===== config.mk =====
export PLATFORM = sky130hd
export DESIGN_NAME = blink_meter
export DESIGN_NICKNAME = d
export VERILOG_FILES = /design/src/rtl/blink_meter.sv
export SDC_FILE = /design/constraint.sdc
export NUM_CORES = 1
export LEC_CHECK = 0
export ABC_AREA = 1
export BUFFER_PORTS_ARGS = -buffer_cell sky130_fd_sc_hd__buf_4
export CORE_MARGIN = 1.5
export CORE_UTILIZATION = 45
export DETAILED_ROUTE_END_ITERATION = 16
export GPL_TIMING_DRIVEN = 0
export MAX_ROUTING_LAYER = met4
export SYNTH_ARGS = -nofsm -noshare
export SYNTH_HDL_FRONTEND = slang
export SYNTH_SLANG_ARGS = --single-unit

===== constraint.sdc =====
create_clock -name clk -period 2.9 [get_ports clk]
set_clock_uncertainty 0.15 [all_clocks]
set_input_delay 0.58 -clock clk [delete_from_list [all_inputs] [get_ports clk]]
set_output_delay 0.58 -clock clk [all_outputs]
set_load 0.05 [all_outputs]

===== src/rtl/blink_meter.sv =====
// Level-run length meter: measures cycles between edges of d and streams {length, level} on valid/ready.
// Define BLINK_METER_SYNC_EN to pass d through a 2-flop synchronizer first.
module blink_meter #(
    parameter int unsigned WIDTH   = 16,
    parameter int unsigned TIMEOUT = 65535
) (
    input  logic             clk,
    input  logic             rst,
    input  logic             d,
    output logic [WIDTH-1:0] m_data,
    output logic             m_level,
    output logic             m_valid,
    input  logic             m_ready,
    output logic             stalled,
    output logic             dropped
);

    typedef enum logic [1:0] {
        SEEK,
        MEASURE,
        STALL
    } state_t;

    localparam logic [WIDTH-1:0] TIMEOUT_W = WIDTH'(TIMEOUT);
    localparam logic [WIDTH-1:0] ONE_W     = WIDTH'(1);

    state_t           state_q, state_d;
    logic [WIDTH-1:0] count_q, count_d;
    logic [WIDTH-1:0] m_data_q, m_data_d;
    logic             m_level_q, m_level_d;
    logic             m_valid_q, m_valid_d;
    logic             dropped_q, dropped_d;
    logic             d_prev_q;
    logic             d_s;
    logic             edge_det;
    logic             result;
    logic             load;

`ifdef BLINK_METER_SYNC_EN
    logic [1:0] sync_q;

    always_ff @(posedge clk) begin
        if (rst) begin
            sync_q <= '0;
        end else begin
            sync_q <= {sync_q[0], d};
        end
    end

    assign d_s = sync_q[1];
`else
    assign d_s = d;
`endif

    assign edge_det = (d_s != d_prev_q);

    always_comb begin
        state_d   = state_q;
        count_d   = count_q;
        result    = 1'b0;
        m_data_d  = m_data_q;
        m_level_d = m_level_q;
        m_valid_d = m_valid_q;
        dropped_d = 1'b0;

        // Saturating so an idle input in SEEK/STALL cannot wrap the counter.
        if (edge_det) begin
            count_d = ONE_W;
        end else if (count_q != TIMEOUT_W) begin
            count_d = count_q + ONE_W;
        end

        case (state_q)
            SEEK: begin
                if (edge_det) state_d = MEASURE;
            end
            MEASURE: begin
                if (edge_det) begin
                    result = 1'b1;
                end else if (count_q == TIMEOUT_W) begin
                    state_d = STALL;
                end
            end
            STALL: begin
                if (edge_det) state_d = MEASURE;
            end
            default: state_d = SEEK;
        endcase

        load = result && (!m_valid_q || m_ready);
        if (load) begin
            m_data_d  = count_q;
            m_level_d = d_prev_q;
            m_valid_d = 1'b1;
        end else if (m_ready) begin
            m_valid_d = 1'b0;
        end
        dropped_d = result && m_valid_q && !m_ready;
    end

    always_ff @(posedge clk) begin
        if (rst) begin
            state_q   <= SEEK;
            count_q   <= '0;
            d_prev_q  <= 1'b0;
            m_data_q  <= '0;
            m_level_q <= 1'b0;
            m_valid_q <= 1'b0;
            dropped_q <= 1'b0;
        end else begin
            state_q   <= state_d;
            count_q   <= count_d;
            d_prev_q  <= d_s;
            m_data_q  <= m_data_d;
            m_level_q <= m_level_d;
            m_valid_q <= m_valid_d;
            dropped_q <= dropped_d;
        end
    end

    assign m_data  = m_data_q;
    assign m_level = m_level_q;
    assign m_valid = m_valid_q;
    assign dropped = dropped_q;
    assign stalled = (state_q == STALL);

endmodule


==> impl_metrics.py, run 1 <==
metrics = {
    "finish": {
        "stdcell_area_sq_um": 2080,
        "nNetsFinal": 291,
        "area_delta_synth_final_pct": 18.4,
        "drive_gt1_frac": 0.174,
        "n_antenna_cell": 0,
        "fill_cells": 393,
    },
    "sta": {
        "min_period_ns": 1.81,
        "drv_slew": 0,
        "fin_setup_tns_ns": 0,
        "relSlewSlack": 0.673,
        "setup_viol": 0,
        "rsz0062_at_grt": "no",
        "post-route-period-util": 0.622,
        "hold_viol": 0,
        "tightest_slew_ns": 0.490,
        "max_freq_ghz": 0.554,
    },
    "global_routing": {
        "grt_pass1_wl_um": 6390,
        "use_met1": 0.253,
        "grt_overflow": 0,
        "met2_usage": 0.318,
        "grt_pass1_vias": 1405,
        "antenna_found_initial": 0,
        "track_usage": 0.200,
        "grtUsageMet3": 0.0462,
        "grt_max_degree": 12,
        "top_usage_layer": "met2",
    },
    "critical_path": {
        "arrival_ns": 1.85,
        "crit_type": "reg2reg",
        "cp_slowest_stage_delay_ns": 0.42,
        "cp-end-kind": "flop",
        "worstPathCellList": "ha_1 > inv_2 > nor2_2 > nand2_2 > nor2_4 > inv_2 > buf_6 > nor2_1 > nor2_1",
        "setup.worst_path.start_class": "flop",
        "cp.required_ns": 2.94,
        "worstPathMaxFanout": 10,
        "cp_slowest_cell": "dfxtp_1",
    },
    "floorplanning": {
        "die_area_sq_um": 4290,
        "io_pins": 24,
        "start_util": 0.473,
        "row_count": 22,
        "die_h_um": 65.5,
        "die_w_um": 65.5,
        "core_sq_um": 3720,
    },
    "clocking": {
        "clock-sinks": 38,
        "cts_tree": "done",
        "post_cts_resized": 0,
        "post_cts_buffers": 0,
        "cts_max_level": 2,
        "cts_buffers": 5,
        "ctsLongestPathBuffers": 2,
        "cts-root-buf": "clkbuf_8",
        "cts.clk_slew.worst_paths_ns": 0.07,
        "clk_latency_ns": 0.29,
        "cts_hold_buf": 0,
    },
    "route": {
        "finalWirelength_um": 3830,
        "drtIter0Drc": 64,
        "ant_nets": 0,
        "routed_via_density": 4.75,
        "vias": 1591,
        "drc_errors": 0,
        "first_pass_iters": 4,
        "wl_per_cell_um": 11.4,
    },
    "yosys": {
        "yosysSeqAreaShare": 0.433,
        "synth_top_area_frac": 0.433,
        "ys.warnings.count": 0,
        "synth.net_count": 261,
        "synth_cell_types": 24,
        "synth-edff-count": 0,
        "yosys.area.top_type": "dfxtp_1",
        "synthesis.area_sq_um": 1760,
        "yosys_most_used_dff": "dfxtp_1",
        "synthArstFlopShare": 0,
        "ys_top_cells_by_area": "dfxtp_1, nand2_1, inv_1",
        "avgSynthCellArea_sq_um": 6.86,
        "syn_inst": 256,
        "synth-seq-cells": 38,
    },
    "pwr": {
        "p_leak_nw": 0.840,
        "irDropWorstVdd_uv": 232,
        "p_clk_frac": 0.385,
        "p_comb_frac": 0.069,
        "internal_power_uw": 739,
        "seqPwrFrac": 0.546,
        "p_sw_uw": 236,
        "powerDensity_nw_per_um2": 469,
        "sw_frac_of_total": 0.242,
    },
    "placement": {
        "post-dp-hpwl_um": 2820,
        "globalplace.congestion": 0.884,
        "postPlaceCellArea_sq_um": 1990,
        "portBuffers": 23,
    },
    "run_status": {
        "status": "completed",
    },
    "job": {
        "maxCapViolations": 0,
    },
    "worst_hold_path": {
        "hold_path_class": "reg2reg",
    },
}
==> Yosys cell counts (2+ instances only) <==
cell type,n
clkbuf_1,2
dfxtp_1,38
nand2_1,83
nand2_2,6
a21oi_1,23
nor2_2,3
inv_2,2
nand3_1,14
o21ai_1,3
nor3_1,3
nand4_1,4
inv_1,35
nor2_1,21
nor2_8,2
a31oi_1,6
buf_4,2
o21ai_0,2
==> placed cells by master, fill, tap and decap left out <==
cell type	Yosys	routed
or2_2	1	1
a21oi_1	23	23
nand2_2	6	6
a31oi_1	6	6
clkbuf_1	2	3
clkinv_2	0	1
o21bai_1	1	1
nand4_1	4	4
dfxtp_1	38	38
nand3_1	14	14
nor2_2	3	3
inv_4	1	1
inv_2	2	2
nor2_4	1	1
buf_4	2	25
buf_2	1	1
nor2_8	2	2
inv_1	35	35
o21ai_1	3	3
clkbuf_8	0	6
ha_1	1	1
nor3_1	3	3
o21ai_0	2	2
buf_6	1	1
nor2_1	21	21
nand2_1	83	83
==> kinds of logic after synthesis <==
group / Yosys count / share of synthesized area
AOI/OAI and AO/OA: 35 / 0.105
adders and majority gates: 1 / 0.00712
buffers and inverters: 44 / 0.105
DFF: 38 / 0.433
and+or+nand+nor: 138 / 0.350
==> worst max-delay path: cells and delay by family (launching register included) <==
| kind | cells | cell delay (ns) |
|---|---|---|
| flops | 1 | 0.42 |
| simple gates | 5 | 0.53 |
| buf+inv | 3 | 0.29 |
| fa+ha+maj | 1 | 0.31 |
==> power groups by stage <==
stage | clock (mW) | combinational [mW] | sequential [mW]
2_1_floorplan | 0 | 0.0409 | 0.550
3_3_place_gp | 0 | 0.0670 | 0.545
3_5_place_dp | 0 | 0.0674 | 0.545
4_1_cts | 0.385 | 0.0677 | 0.533
5_1_grt | 0.406 | 0.0746 | 0.533
6_report | 0.375 | 0.0672 | 0.533
==> worst paths after layout <==
path | from | endpoint | slack (ns) | cells after the start
worst max-delay path | count_q[1] | count_q[1] | 1.09 | 9
worst min-delay path | m_data[6] | m_data[6] | 0.31 | 2
worst max register to register | count_q[1] | count_q[1] | 1.09 | 9
worst min register to register | m_data[6] | m_data[6] | 0.31 | 2
==> stage by stage <==
stage / power, mW / util / hold slack (ns) / instances / setup WS (ns)
3_5_place_dp: 0.612 / 0.535 / 0.303 / 327 / 0.942
6_report: 0.975 / 0.560 / 0.309 / 335 / 1.09
4_1_cts: 0.985 / 0.560 / 0.314 / 335 / 1.11
3_3_place_gp: 0.612 / 0.535 / 0.301 / 327 / 0.943
2_1_floorplan: 0.591 / - / 0.307 / 256 / 1.15
5_1_grt: 1.01 / 0.560 / 0.337 / 335 / 0.933
==> registers in the layout, summed over array words and instances, names as in the netlist <==
register,cells
count_q,16
d_prev_q,1
m_level,1
m_data,16
state_q,2
m_valid,1
dropped,1
==> layer usage <==
layer  wire, um  vias up  share of wire
met5          0        -              0
met4         46        0          0.012
met3        175        5          0.046
met2       1720       30           0.45
met1       1880      700           0.49
li1           -      856              -
==> cell type report <==
cell class	instances	area [sq um]	area share
tap	48	60.1	0.0289
buffer	6	38.8	0.0186
inverter	38	145	0.0698
multi-input combinational	174	812	0.390
timing repair buffer	23	173	0.0830
clock inverter	1	5.00	0.00241
sequential	38	761	0.366
clock buffer	7	86.3	0.0415
Note: power is estimated with default switching activity, not from simulation.
==> run 2, diff against run 1 <==
--- a/config.mk
+++ b/config.mk
@@ -5,13 +5,14 @@
 export SDC_FILE = /design/constraint.sdc
 export NUM_CORES = 1
 export LEC_CHECK = 0
-export ABC_AREA = 1
+export ABC_AREA = 0
 export BUFFER_PORTS_ARGS = -buffer_cell sky130_fd_sc_hd__buf_4
 export CORE_MARGIN = 1.5
 export CORE_UTILIZATION = 45
 export DETAILED_ROUTE_END_ITERATION = 16
 export GPL_TIMING_DRIVEN = 0
 export MAX_ROUTING_LAYER = met4
+export PLACE_DENSITY = 0.68
 export SYNTH_ARGS = -nofsm -noshare
 export SYNTH_HDL_FRONTEND = slang
 export SYNTH_SLANG_ARGS = --single-unit
==> constraint.sdc (replaced) <==
create_clock -name clk -period 1.5 [get_ports clk]
set_clock_uncertainty 0.15 [all_clocks]
set_input_delay 0.3 -clock clk [delete_from_list [all_inputs] [get_ports clk]]
set_output_delay 0.3 -clock clk [all_outputs]
set_load 0.05 [all_outputs]
==> impl_metrics.py, run 2 <==
metrics = {
    "run_status": {
        "status": "finished with violations",
        "violations": "setup timing",
    },
    "worst_hold_path": {
        "hold_path_class": "in2reg",
        "min_path_cells": 2,
    },
    "critical_path": {
        "worstPathMaxFanout": 5,
        "crit_type": "reg2reg",
        "setup.worst_path.start_class": "flop",
        "cp.required_ns": 1.57,
        "cp-end-kind": "flop",
        "worst-r2r-cell-count": 5,
        "arrival_ns": 1.82,
    },
    "yosys": {
        "yosys.area.top_type": "dfxtp_1",
        "syn_inst": 167,
        "synth.net_count": 172,
        "synth-seq-cells": 38,
        "synth.most_common_cell": "dfxtp_1",
        "synth-edff-count": 0,
        "synth_top_area_frac": 0.485,
        "synthArstFlopShare": 0,
        "ys.warnings.count": 0,
        "avgSynthCellArea_sq_um": 9.39,
        "synth_cell_types": 32,
        "yosys_most_used_dff": "dfxtp_1",
        "synthesis.area_sq_um": 1570,
        "yosysSeqAreaShare": 0.485,
        "ys_top_cells_by_area": "dfxtp_1, mux2i_1, nor2_1",
        "yosys-top-cells-count": "dfxtp_1, nor2_1, mux2i_1",
    },
    "pwr": {
        "p_clk_frac": 0.289,
        "seqPwrFrac": 0.599,
        "sw_frac_of_total": 0.249,
        "irDropWorstVdd_uv": 524,
        "p_sw_uw": 426,
        "internal_power_mw": 1.28,
        "p_leak_nw": 0.863,
        "p_comb_frac": 0.112,
        "power_mw": 1.71,
        "powerDensity_nw_per_um2": 764,
    },
    "floorplanning": {
        "die_w_um": 62.0,
        "row_count": 21,
        "die_area_sq_um": 3850,
        "core_sq_um": 3340,
        "start_util": 0.470,
        "io_pins": 24,
        "die_h_um": 62.0,
    },
    "finish": {
        "stdcell_area_sq_um": 2240,
        "area_delta_synth_final_pct": 42.7,
        "nNetsFinal": 227,
        "drive_gt1_frac": 0.419,
        "final_common_cell": "buf_4",
        "final_util": 0.670,
        "instances_no_fill": 268,
        "n_antenna_cell": 0,
        "fill_cells": 283,
        "layout_common_cells": "buf_4, nor2_1, dfxtp_1",
    },
    "global_routing": {
        "track_usage": 0.225,
        "antenna_found_initial": 0,
        "grt_overflow": 0,
        "grt_max_degree": 11,
        "met2_usage": 0.341,
        "grtUsageMet3": 0.0725,
        "use_met1": 0.281,
        "grt_pass1_wl_um": 6040,
        "grt_pass1_vias": 1291,
        "top_usage_layer": "met2",
    },
    "sta": {
        "rsz0062_at_grt": "yes",
        "hold_viol": 0,
        "min_period_ns": 1.75,
        "post-route-period-util": 1.17,
        "drv_slew": 0,
        "fin_ws_ns": -0.250,
        "max_freq_ghz": 0.571,
        "relSlewSlack": 0.682,
        "hold_slack_ns": 0.0592,
        "tightest_slew_ns": 0.475,
        "setup_viol": 18,
    },
    "clocking": {
        "cts_max_level": 2,
        "cts.clk_slew.worst_paths_ns": 0.11,
        "clk_latency_ns": 0.34,
        "clock-sinks": 38,
        "cts-root-buf": "clkbuf_4",
        "cts_tree": "done",
        "ctsLongestPathBuffers": 2,
        "cts_buffers": 5,
    },
    "route": {
        "routed_via_density": 5.45,
        "ant_nets": 0,
        "vias": 1461,
        "wl_per_cell_um": 14.8,
        "drtIter0Drc": 73,
        "first_pass_iters": 4,
        "finalWirelength_um": 3980,
        "drc_errors": 0,
    },
    "placement": {
        "postPlaceCellArea_sq_um": 1870,
        "portBuffers": 23,
        "post-dp-hpwl_um": 2340,
        "globalplace.congestion": 0.757,
        "place_inst": 236,
    },
    "job": {
        "maxCapViolations": 0,
    },
}
run 2: cell count changes in the layout (fill, tap and decap cells not counted), sizes merged, moves of 4 or more:
cell   change
or3        +6
a31oi      -6
nor2b      +4
nand3      -8
or4        +6
nor2       -5
buf       +23
a21oi      -7
mux2i     +18
inv       -35
nand2     -84
o31ai      +5
run 2: worst paths after layout:
check	end	startpoint	slack (ns)
max reg2reg	count_q[0]	count_q[15]	-0.25
min	d_prev_q	d	0.06
max	count_q[0]	count_q[15]	-0.25
min reg2reg	count_q[13]	count_q[13]	0.33
run 2: final cells by class:
cell class | instances | area, sq um | area share
plain buffers | 7 | 62.6 | 0.0280
flip-flops and latches | 38 | 812 | 0.363
repair buffers | 48 | 397 | 0.177
clock buffers | 7 | 45.0 | 0.0201
inverters | 3 | 11.3 | 0.00503
multi-input cells | 119 | 852 | 0.381
well taps | 46 | 57.6 | 0.0257
run 2: power groups by stage:
stage          registers [mW]  clock network, mW  logic [mW]
2_1_floorplan            1.08                  0      0.0912
3_3_place_gp             1.06                  0       0.139
3_5_place_dp             1.06                  0       0.142
4_1_cts                  1.03              0.495       0.169
5_1_grt                  1.03              0.559       0.205
6_report                 1.02              0.494       0.191
run 2: timing repair:
item,CTS,global route
pin swaps,5,11
resized for setup,18,27
hold buffers,1,0
gates cloned,0,2
setup endpoints to repair,29,36
hold endpoints to repair,1,0
buffers inserted,14,8
run 2: per-stage QoR:
stage	TNS [ns]	setup slack, ns
floorplan	-1.55	-0.166
global placement	-6.33	-0.336
detailed placement	-7.36	-0.382
CTS	-3.41	-0.255
global route	-5.61	-0.325
finish	-3.50	-0.250
run 2: worst max-delay path, stage by stage, from the launching register on:
cell	delay, ns
dfxtp_2	0.38
nand4_1	0.24
nor4_4	0.44
buf_6	0.18
xor2_1	0.16
a21oi_1	0.08
run 2: routing by layer:
layer	vias up	routed length, um
li1	711	-
met1	705	1780
met2	40	1960
met3	5	188
met4	0	50
met5	-	0
run 2: logic make-up after synthesis:
kind of cell    count (synthesis)  share of synthesized area
xor+xnor                        3                     0.0168
simple gates                   66                      0.228
compound gates                 31                      0.117
fa+ha+maj                       1                    0.00798
flops                          38                      0.485
buf+inv                        10                     0.0303
mux                            18                      0.115
==> run 3, diff against run 2 <==
--- a/config.mk
+++ b/config.mk
@@ -8,11 +8,11 @@
 export ABC_AREA = 0
 export BUFFER_PORTS_ARGS = -buffer_cell sky130_fd_sc_hd__buf_4
 export CORE_MARGIN = 1.5
-export CORE_UTILIZATION = 45
+export CORE_UTILIZATION = 30
 export DETAILED_ROUTE_END_ITERATION = 16
 export GPL_TIMING_DRIVEN = 0
 export MAX_ROUTING_LAYER = met4
-export PLACE_DENSITY = 0.68
+export PLACE_DENSITY = 0.6
 export SYNTH_ARGS = -nofsm -noshare
 export SYNTH_HDL_FRONTEND = slang
 export SYNTH_SLANG_ARGS = --single-unit
==> impl_metrics.py, run 3 (synthesis gave the netlist of run 2 again) <==
metrics = {
    "run_status": {
        "status": "finished with violations",
        "violations": "setup timing",
    },
    "global_routing": {
        "antenna_found_initial": 0,
        "grt_max_degree": 13,
        "grt_overflow": 0,
        "track_usage": 0.141,
        "grt_pass1_wl_um": 5900,
        "grt_pass1_vias": 1223,
    },
    "route": {
        "wl_per_cell_um": 12.7,
        "vias": 1398,
        "finalWirelength_um": 3680,
        "routed_via_density": 4.84,
        "drc_errors": 0,
        "ant_nets": 0,
        "drtIter0Drc": 43,
        "first_pass_iters": 4,
    },
    "sta": {
        "rsz0062_at_grt": "yes",
        "max_freq_ghz": 0.577,
        "setup_viol": 17,
        "hold_slack_ns": 0.0538,
        "drv_slew": 0,
        "relSlewSlack": 0.700,
        "fin_setup_tns_ns": -2.12,
        "post-route-period-util": 1.16,
        "min_period_ns": 1.73,
        "hold_viol": 0,
        "fin_ws_ns": -0.233,
        "tightest_slew_ns": 0.451,
    },
    "pwr": {
        "sw_frac_of_total": 0.249,
        "internal_power_mw": 1.47,
        "p_sw_uw": 487,
        "seqPwrFrac": 0.522,
        "irDropWorstVdd_uv": 488,
        "p_leak_nw": 0.884,
        "p_clk_frac": 0.382,
        "powerDensity_nw_per_um2": 847,
        "p_comb_frac": 0.096,
    },
    "clocking": {
        "cts_buffers": 5,
        "cts-root-buf": "clkbuf_8",
        "cts_max_level": 2,
        "cts_hold_buf": 0,
        "clk_latency_ns": 0.29,
        "cts_tree": "done",
        "ctsLongestPathBuffers": 2,
        "clock-sinks": 38,
        "cts.clk_slew.worst_paths_ns": 0.08,
    },
    "finish": {
        "drive_gt1_frac": 0.434,
        "fill_cells": 523,
        "layout_common_cells": "buf_4, nor2_1, dfxtp_1",
        "final_util": 0.455,
        "n_antenna_cell": 0,
        "area_delta_synth_final_pct": 47.4,
        "multiInputGateArea_sq_um": 881,
        "final_common_cell": "buf_4",
        "nNetsFinal": 223,
        "regArea_sq_um": 810,
    },
    "placement": {
        "globalplace.congestion": 0.737,
        "post-dp-hpwl_um": 2240,
        "portBuffers": 23,
        "place_ws_ns": -0.411,
    },
    "critical_path": {
        "r2r_end": "count_q[15]",
        "cp_slowest_cell": "or4_1",
        "worst-r2r-cell-count": 5,
        "worstSetupEndpoint": "count_q[15]",
        "setup.worst_path.start_class": "flop",
        "cp_slowest_stage_delay_ns": 0.40,
        "cp.required_ns": 1.53,
        "worstPathCellList": "and4_4 > nand4_1 > buf_4 > or4_1 > o211a_1",
        "timing.rr.start": "count_q[5]",
        "arrival_ns": 1.77,
        "cp-end-kind": "flop",
        "crit_type": "reg2reg",
        "worstPathMaxFanout": 5,
        "r2r_setup_slack_ns": -0.23,
        "crit_start": "count_q[5]",
    },
    "floorplanning": {
        "die_h_um": 75.3,
        "die_w_um": 75.3,
        "core_sq_um": 5070,
        "row_count": 26,
        "start_util": 0.309,
        "io_pins": 24,
        "die_area_sq_um": 5670,
    },
    "worst_hold_path": {
        "hold_path_class": "in2reg",
    },
    "job": {
        "maxCapViolations": 0,
    },
}
==> run 3: cell types whose count changed in the layout (fill, tap and decap cells not counted), moves of 2 or more <==
cell,previous run,this run
clkbuf_1,4,2
clkbuf_4,5,0
buf_4,45,42
dfxtp_2,8,6
clkbuf_8,0,6
dfxtp_1,19,21
==> run 3: through the flow <==
step	power (mW)	instance area, sq um	std cells
after global placement	1.20	1900	260
after global routing	2.05	2310	289
after detailed placement	1.20	1900	260
after CTS	1.97	2190	287
after floorplan	1.17	1640	167
final	1.96	2310	289
==> run 3: routing by layer <==
metal  up-vias  track usage  routed length [um]
met3         4       0.0397                 116
met2        24        0.207                1690
li1        706            -                   -
met5         -            -                   0
met1       664        0.193                1840
met4         0       0.0357                  38
==> run 3: final cells by class <==
type	instances	share of cell area
Buffer	5	0.0189
Clock buffer	6	0.0357
Clock inverter	2	0.00541
Inverter	3	0.00487
Multi-Input combinational cell	119	0.381
Sequential cell	38	0.350
Tap cell	70	0.0379
Timing Repair Buffer	46	0.166
==> run 3: power by group through the flow <==
stage	Combinational (mW)	Clock, mW	Sequential [mW]
final	0.189	0.747	1.02
after global placement	0.144	0	1.06
after CTS	0.171	0.769	1.03
after floorplan	0.0912	0	1.08
after detailed placement	0.143	0	1.06
after global routing	0.206	0.820	1.02
==> run 3: repair_timing <==
item | in CTS | in global routing
setup buffers | 18 | 4
setup endpoints to repair | 28 | 36
hold endpoints to repair | 0 | 0
pin swaps | 18 | 12
gates cloned | 1 | 1
gates resized for setup | 23 | 27
==> run 3: critical path, delay by kind of cell (launching register included) <==
kind / cells / cell delay (ns)
AOI/OAI and AO/OA: 1 / 0.14
buffers and inverters: 1 / 0.19
DFF: 1 / 0.37
and+or+nand+nor: 3 / 0.79
==> run 3: worst min-delay path by stage <==
stage          depth (start not counted)         to  slack [ns]       from
6_report                               2   d_prev_q        0.05        rst
5_1_grt                                2   d_prev_q        0.06        rst
4_1_cts                                2   d_prev_q        0.04        rst
3_5_place_dp                           2  m_data[9]        0.34  m_data[9]
3_3_place_gp                           2  m_data[9]        0.33  m_data[9]
2_1_floorplan                          1   d_prev_q        0.21        rst
